`config.mk`:
```
export PLATFORM = sky130hd
export DESIGN_NAME = mult_div_unit_flat
export DESIGN_NICKNAME = d
export VERILOG_FILES = /design/src/rtl/mult_div_unit_if.sv /design/src/rtl/mult_div_unit.sv /design/src/flat_wrapper.sv
export SDC_FILE = /design/constraint.sdc
export NUM_CORES = 2
export LEC_CHECK = 0
export ABC_AREA = 1
export CAP_MARGIN = 40
export CORE_ASPECT_RATIO = 0.7
export CORE_UTILIZATION = 45
export CTS_CLUSTER_SIZE = 25
export DETAILED_ROUTE_END_ITERATION = 10
export PLACE_DENSITY = 0.72
export SYNTH_ARGS = -nofsm -noshare
export SYNTH_HDL_FRONTEND = slang
export SYNTH_SLANG_ARGS = --single-unit
```
`constraint.sdc`:
```
create_clock -name Clk -period 10.76 [get_ports Clk]
set_clock_uncertainty 0.05 [all_clocks]
set_input_delay 2.152 -clock Clk [delete_from_list [all_inputs] [get_ports Clk]]
set_output_delay 2.152 -clock Clk [all_outputs]
set_load 0.02 [all_outputs]
```
`src/rtl/mult_div_unit_if.sv`:
```
// Issue/result bundle between the pipeline and the multiply/divide unit.
// The pipeline is the master; the unit is the slave.
interface mult_div_unit_if;
  logic        Start;
  logic [2:0]  Op;
  logic [31:0] A;
  logic [31:0] B;
  logic [31:0] HI_in;
  logic [31:0] LO_in;
  logic [31:0] HI_output;
  logic [31:0] LO_output;
  logic        regWrite;
  logic        Busy;

  modport master (
    output Start, Op, A, B, HI_in, LO_in,
    input  HI_output, LO_output, regWrite, Busy
  );

  modport slave (
    input  Start, Op, A, B, HI_in, LO_in,
    output HI_output, LO_output, regWrite, Busy
  );
endinterface

```
`src/rtl/mult_div_unit.sv`:
```
// Iterative 32-bit MULT/MULTU/DIV/DIVU/MADD/MSUB unit feeding HI/LO.
// Fixed 34-cycle latency: 32 shift-add / restoring steps, one sign-fix cycle, one write cycle.
module mult_div_unit (
  input  logic             Clk,
  input  logic             Reset,
  mult_div_unit_if.slave   bus
);
  localparam int unsigned W  = 32;
  localparam int unsigned CW = 5;

  localparam logic [2:0] OP_MULT  = 3'd0;
  localparam logic [2:0] OP_MULTU = 3'd1;
  localparam logic [2:0] OP_DIV   = 3'd2;
  localparam logic [2:0] OP_DIVU  = 3'd3;
  localparam logic [2:0] OP_MADD  = 3'd4;
  localparam logic [2:0] OP_MSUB  = 3'd5;

  typedef enum logic [1:0] {S_IDLE, S_RUN, S_FIX, S_DONE} state_t;

  state_t          r_state;
  logic [2:0]      r_op;
  logic [W-1:0]    r_a;
  logic [W-1:0]    r_b;
  logic [W-1:0]    r_hi_in;
  logic [W-1:0]    r_lo_in;
  logic [W-1:0]    r_dv;
  logic [2*W-1:0]  r_prod;
  logic [CW-1:0]   r_cnt;
  logic [W-1:0]    r_hi;
  logic [W-1:0]    r_lo;
  logic            r_wr;
  logic            r_busy;

  // Issue-side decode, taken straight from the bus while idle
  logic            w_legal;
  logic            w_in_signed;
  logic            w_in_div;
  logic [W-1:0]    w_a_mag;
  logic [W-1:0]    w_b_mag;

  assign w_legal     = (bus.Op <= OP_MSUB);
  assign w_in_signed = (bus.Op != OP_MULTU) && (bus.Op != OP_DIVU);
  assign w_in_div    = (bus.Op == OP_DIV) || (bus.Op == OP_DIVU);
  assign w_a_mag     = (w_in_signed && bus.A[W-1]) ? W'(-bus.A) : bus.A;
  assign w_b_mag     = (w_in_signed && bus.B[W-1]) ? W'(-bus.B) : bus.B;

  // Latched-op decode used during RUN/FIX
  logic            w_signed;
  logic            w_div;
  logic            w_sgn_diff;

  assign w_signed   = (r_op != OP_MULTU) && (r_op != OP_DIVU);
  assign w_div      = (r_op == OP_DIV) || (r_op == OP_DIVU);
  assign w_sgn_diff = w_signed && (r_a[W-1] ^ r_b[W-1]);

  // Multiply step: conditionally add multiplicand to upper half, shift right
  logic [W:0]      w_sum;
  logic [2*W-1:0]  w_mul_nxt;

  assign w_sum     = {1'b0, r_prod[2*W-1:W]} + (r_prod[0] ? {1'b0, r_dv} : (W+1)'(0));
  assign w_mul_nxt = {w_sum, r_prod[W-1:1]};

  // Restoring divide step: remainder in upper half, quotient shifts into lower half
  logic            w_ge;
  logic [W-1:0]    w_diff;
  logic [2*W-1:0]  w_div_nxt;

  assign w_ge      = (r_prod[2*W-1:W-1] >= {1'b0, r_dv});
  assign w_diff    = W'(r_prod[2*W-2:W-1] - r_dv);
  assign w_div_nxt = w_ge ? {w_diff, r_prod[W-2:0], 1'b1} : {r_prod[2*W-2:0], 1'b0};

  // Sign correction and accumulate, applied in FIX
  logic [2*W-1:0]  w_prod_s;
  logic [W-1:0]    w_quo;
  logic [W-1:0]    w_rem;
  logic [2*W-1:0]  w_fix;

  assign w_prod_s = w_sgn_diff ? (2*W)'(-r_prod) : r_prod;
  assign w_quo    = w_sgn_diff ? W'(-r_prod[W-1:0]) : r_prod[W-1:0];
  assign w_rem    = (w_signed && r_a[W-1]) ? W'(-r_prod[2*W-1:W]) : r_prod[2*W-1:W];

  always_comb begin
    w_fix = w_prod_s;
    if (w_div) begin
      w_fix = (r_b == '0) ? {r_a, {W{1'b1}}} : {w_rem, w_quo};
    end else if (r_op == OP_MADD) begin
      w_fix = (2*W)'({r_hi_in, r_lo_in} + w_prod_s);
    end else if (r_op == OP_MSUB) begin
      w_fix = (2*W)'({r_hi_in, r_lo_in} - w_prod_s);
    end
  end

  always_ff @(posedge Clk or posedge Reset) begin
    if (Reset) begin
      r_state <= S_IDLE;
      r_op    <= '0;
      r_a     <= '0;
      r_b     <= '0;
      r_hi_in <= '0;
      r_lo_in <= '0;
      r_dv    <= '0;
      r_prod  <= '0;
      r_cnt   <= '0;
      r_hi    <= '0;
      r_lo    <= '0;
      r_wr    <= 1'b0;
      r_busy  <= 1'b0;
    end else begin
      r_wr <= 1'b0;
      case (r_state)
        S_IDLE: begin
          if (bus.Start && w_legal) begin
            r_op    <= bus.Op;
            r_a     <= bus.A;
            r_b     <= bus.B;
            r_hi_in <= bus.HI_in;
            r_lo_in <= bus.LO_in;
            r_dv    <= w_in_div ? w_b_mag : w_a_mag;
            r_prod  <= {{W{1'b0}}, (w_in_div ? w_a_mag : w_b_mag)};
            r_cnt   <= '0;
            r_busy  <= 1'b1;
            r_state <= S_RUN;
          end
        end
        S_RUN: begin
          r_prod <= w_div ? w_div_nxt : w_mul_nxt;
          r_cnt  <= CW'(r_cnt + 1'b1);
          if (r_cnt == CW'(W - 1)) r_state <= S_FIX;
        end
        S_FIX: begin
          r_prod  <= w_fix;
          r_state <= S_DONE;
        end
        S_DONE: begin
          r_hi    <= r_prod[2*W-1:W];
          r_lo    <= r_prod[W-1:0];
          r_wr    <= 1'b1;
          r_busy  <= 1'b0;
          r_state <= S_IDLE;
        end
        default: r_state <= S_IDLE;
      endcase
    end
  end

  assign bus.HI_output = r_hi;
  assign bus.LO_output = r_lo;
  assign bus.regWrite  = r_wr;
  assign bus.Busy      = r_busy;
endmodule
```
`src/flat_wrapper.sv`:
```
// flat-port wrapper written by rule: the top's interface ports become plain ports
module mult_div_unit_flat 
  (Clk, Reset, bus_Start, bus_Op, bus_A, bus_B, bus_HI_in, bus_LO_in, bus_HI_output, bus_LO_output, bus_regWrite, bus_Busy);
  mult_div_unit_if bus_i ();
  input  logic Clk;
  input  logic Reset;
  input wire logic [$bits(bus_i.Start)-1:0] bus_Start;
  input wire logic [$bits(bus_i.Op)-1:0] bus_Op;
  input wire logic [$bits(bus_i.A)-1:0] bus_A;
  input wire logic [$bits(bus_i.B)-1:0] bus_B;
  input wire logic [$bits(bus_i.HI_in)-1:0] bus_HI_in;
  input wire logic [$bits(bus_i.LO_in)-1:0] bus_LO_in;
  output wire logic [$bits(bus_i.HI_output)-1:0] bus_HI_output;
  output wire logic [$bits(bus_i.LO_output)-1:0] bus_LO_output;
  output wire logic [$bits(bus_i.regWrite)-1:0] bus_regWrite;
  output wire logic [$bits(bus_i.Busy)-1:0] bus_Busy;
  assign bus_i.Start = bus_Start;
  assign bus_i.Op = bus_Op;
  assign bus_i.A = bus_A;
  assign bus_i.B = bus_B;
  assign bus_i.HI_in = bus_HI_in;
  assign bus_i.LO_in = bus_LO_in;
  assign bus_HI_output = bus_i.HI_output;
  assign bus_LO_output = bus_i.LO_output;
  assign bus_regWrite = bus_i.regWrite;
  assign bus_Busy = bus_i.Busy;
  mult_div_unit u_core (.Clk(Clk), .Reset(Reset), .bus(bus_i));
endmodule
```
==> flow_summary.ini <==
[status]
status = finished clean

[timing]
hold_viol = 0
fmax_mhz = 167.2
rsz0062_at_grt = no
finalSetupTns_ns = 0
tightest_slew_ns = 0.9263
relSlewSlack_pct = 38.25
final-max-slew-violation-count = 0
timing.final.crit_period_ns = 5.979
min_period_over_period_pct = 55.57
finalSetupViolCount = 0

[floorplan]
ios = 200
start_util_pct = 45.44
die_h_um = 237.8
die_w_um = 338.8
die-area_um2 = 80580
core_um2 = 78660
num_rows = 86

[critical_path]
crit_top_cell = nand2_1
crit_type = flip-flop to flip-flop
slowest_delay_ns = 0.53
end_kind = flip-flop
slowest_stage = buf_4
cp.arrival_ns = 6.43
worstPathRequired_ns = 11.21
cp_top_family = simple AND/OR/NAND/NOR gates
worst-path-buf-inv = 4
path_max_fanout = 43
start_kind = flip-flop

[final_layout]
register_area_um2 = 7507
multi_input_comb_area_um2 = 24060
finalNetCount = 6667
layout-drive-gt1-share_pct = 3.266
fin_cells = 7395
nFillCells = 8451
area_growth_pct = 11.34

[place]
place_hpwl_mm = 149.8
port_buffers = 199
dpl.cell_count = 7331
globalplace.congestion = 1.154

[synth]
synth_top_family_by_area = simple AND/OR/NAND/NOR gates
ys_ff_latch = 300
yosys.area.top_type = nand2_1
synthSimpleGateAreaFrac_pct = 39.37
synth_compound_area_share_pct = 16.13
synthTopCellsByArea = nand2_1, dfrtp_1, inv_1, nor2_1, ha_1
yosysUniqueCellTypes = 61
synth_edf_count = 0
synth_seq_area_share_pct = 21.00
syn_area_per_cell_um2 = 5.722
ys.flop_type = dfrtp_1
synthArstFlopShare_pct = 100.0
ys.warnings.count = 0
yosysMostFrequentCell = nand2_1
netlist.area_leader.share_pct = 21.08
syn-cell-area_um2 = 35740
yosys-top-cells-count = nand2_1, inv_1, nor2_1, a21oi_1, nand3_1
synth_fa_ha_area_share_pct = 7.820
synthCells = 6246
synth_mux_area_share_pct = 0
yosys.area_share.xor_xnor_pct = 3.844
synthesis.nets = 6601

[drt]
vias = 44000
wirelength_mm = 183.6
first_pass_iters = 7
drt_iter0_markers = 7273
route.detailed.drc = 0
vias_per_cell = 5.950
avgRoutedWirePerCell_um = 24.83
ant_nets = 0

[clocking]
cts_tree = built
clkSinkCount = 300
hold_buffers = 0
root_buffer = clkbuf_16
htree_levels = 2
cts_setup_buffers = 0
clk_pin_slew_ns = 0.06
cts.path.max_buffers = 3
cts-buffers-inserted = 35
clk_latency_ns = 0.62
ctsResizeCount = 0

[global_routing]
grtUsageTotal_pct = 43.80
grt_max_degree = 92
antenna_found_initial = 1
grt_overflow = 0
grt_pass1_wl_mm = 259.9
grt_pass1_vias = 37910

[min_path]
hold_class = flip-flop to flip-flop

[flow_run]
maxCapViolCount = 0
[sequential cells by signal, indices dropped and copies added (netlist names)]
| register | flops |
|---|---|
| u_core.r_prod | 64 |
| u_core.bus.HI_output | 32 |
| u_core.bus.LO_output | 32 |
| u_core.r_a | 32 |
| u_core.r_b | 32 |
| u_core.r_dv | 32 |
| u_core.r_hi_in | 32 |
| u_core.r_lo_in | 32 |
| u_core.r_cnt | 5 |
| u_core.r_op | 3 |
| u_core.r_state | 2 |
| u_core.bus.Busy | 1 |
| u_core.bus.regWrite | 1 |
[cells by family (layout without fill, tap and decap cells)]
family / Yosys count / in the layout
other: 0 / 1
XOR/XNOR: 150 / 150
buffers and inverters: 1085 / 1177
AO/OA/AOI/OAI: 1075 / 1075
AND/OR/NAND/NOR: 3415 / 3415
adder cells (fa/ha/maj): 221 / 221
flip-flops: 300 / 300
[cells in the final DEF, fill, tap and decap left out, types with 35 or more instances in the layout]
master,n
nand2_1,2007
inv_1,847
nor2_1,722
a21oi_1,498
nand3_1,469
o21ai_0,400
dfrtp_1,300
ha_1,216
clkdlybuf4s50_1,199
xor2_1,124
nand4_1,67
nor3_1,44
clkbuf_16,35
[layout make-up]
cell class	instances	area share, %
antenna	1	0.006289
tap	1056	3.320
clock inverter	16	0.5062
inverter	876	8.298
timing repair buffer	238	5.993
sequential	300	18.87
multi-input combinational	4861	60.47
clock buffer	47	2.541
[path summary, 6_finish.rpt]
path	start	endpoint	slack (ns)	depth (start not counted)
setup / recovery	u_core.r_op[0]	u_core.r_prod[45]	4.78	26
hold / removal	u_core.r_b[14]	u_core.r_b[14]	0.44	2
setup reg to reg	u_core.r_op[0]	u_core.r_prod[45]	4.78	26
hold reg to reg	u_core.r_b[14]	u_core.r_b[14]	0.44	2
max in group asynchronous	Reset	u_core.r_hi_in[13]	7.15	5
min in group asynchronous	Reset	u_core.r_b[15]	1.98	2
[metrics by stage]
| step | setup WS [ns] | hold slack (ns) | cell area, um^2 | utilization (%) |
|---|---|---|---|---|
| after floorplan | 0.2688 | 0.3979 | 35740 | - |
| final | 4.781 | 0.4363 | 39790 | 50.59 |
| after global routing | 4.498 | 0.4585 | 39790 | 50.59 |
| after CTS | 5.145 | 0.4390 | 39790 | 50.59 |
| after global placement | 5.213 | 0.4117 | 38440 | 48.87 |
| after detailed placement | 5.181 | 0.4228 | 38580 | 49.05 |
[metal layers]
metal	vias to the layer above	track usage [%]	share of wire, %
li1	20000	-	-
met1	20440	65.88	44
met2	3235	55.89	36
met3	329	17.67	17
met4	2	10.78	2.9
met5	-	2.321	0.14
[tightest hold or removal path, stage by stage, from the launching register on]
cell	delay, ns
dfrtp_1	0.34
nand2_1	0.05
nand2_1	0.06
Power is not shown: default switching activity piles up to over one toggle a cycle in this logic, so the estimate is an artifact.
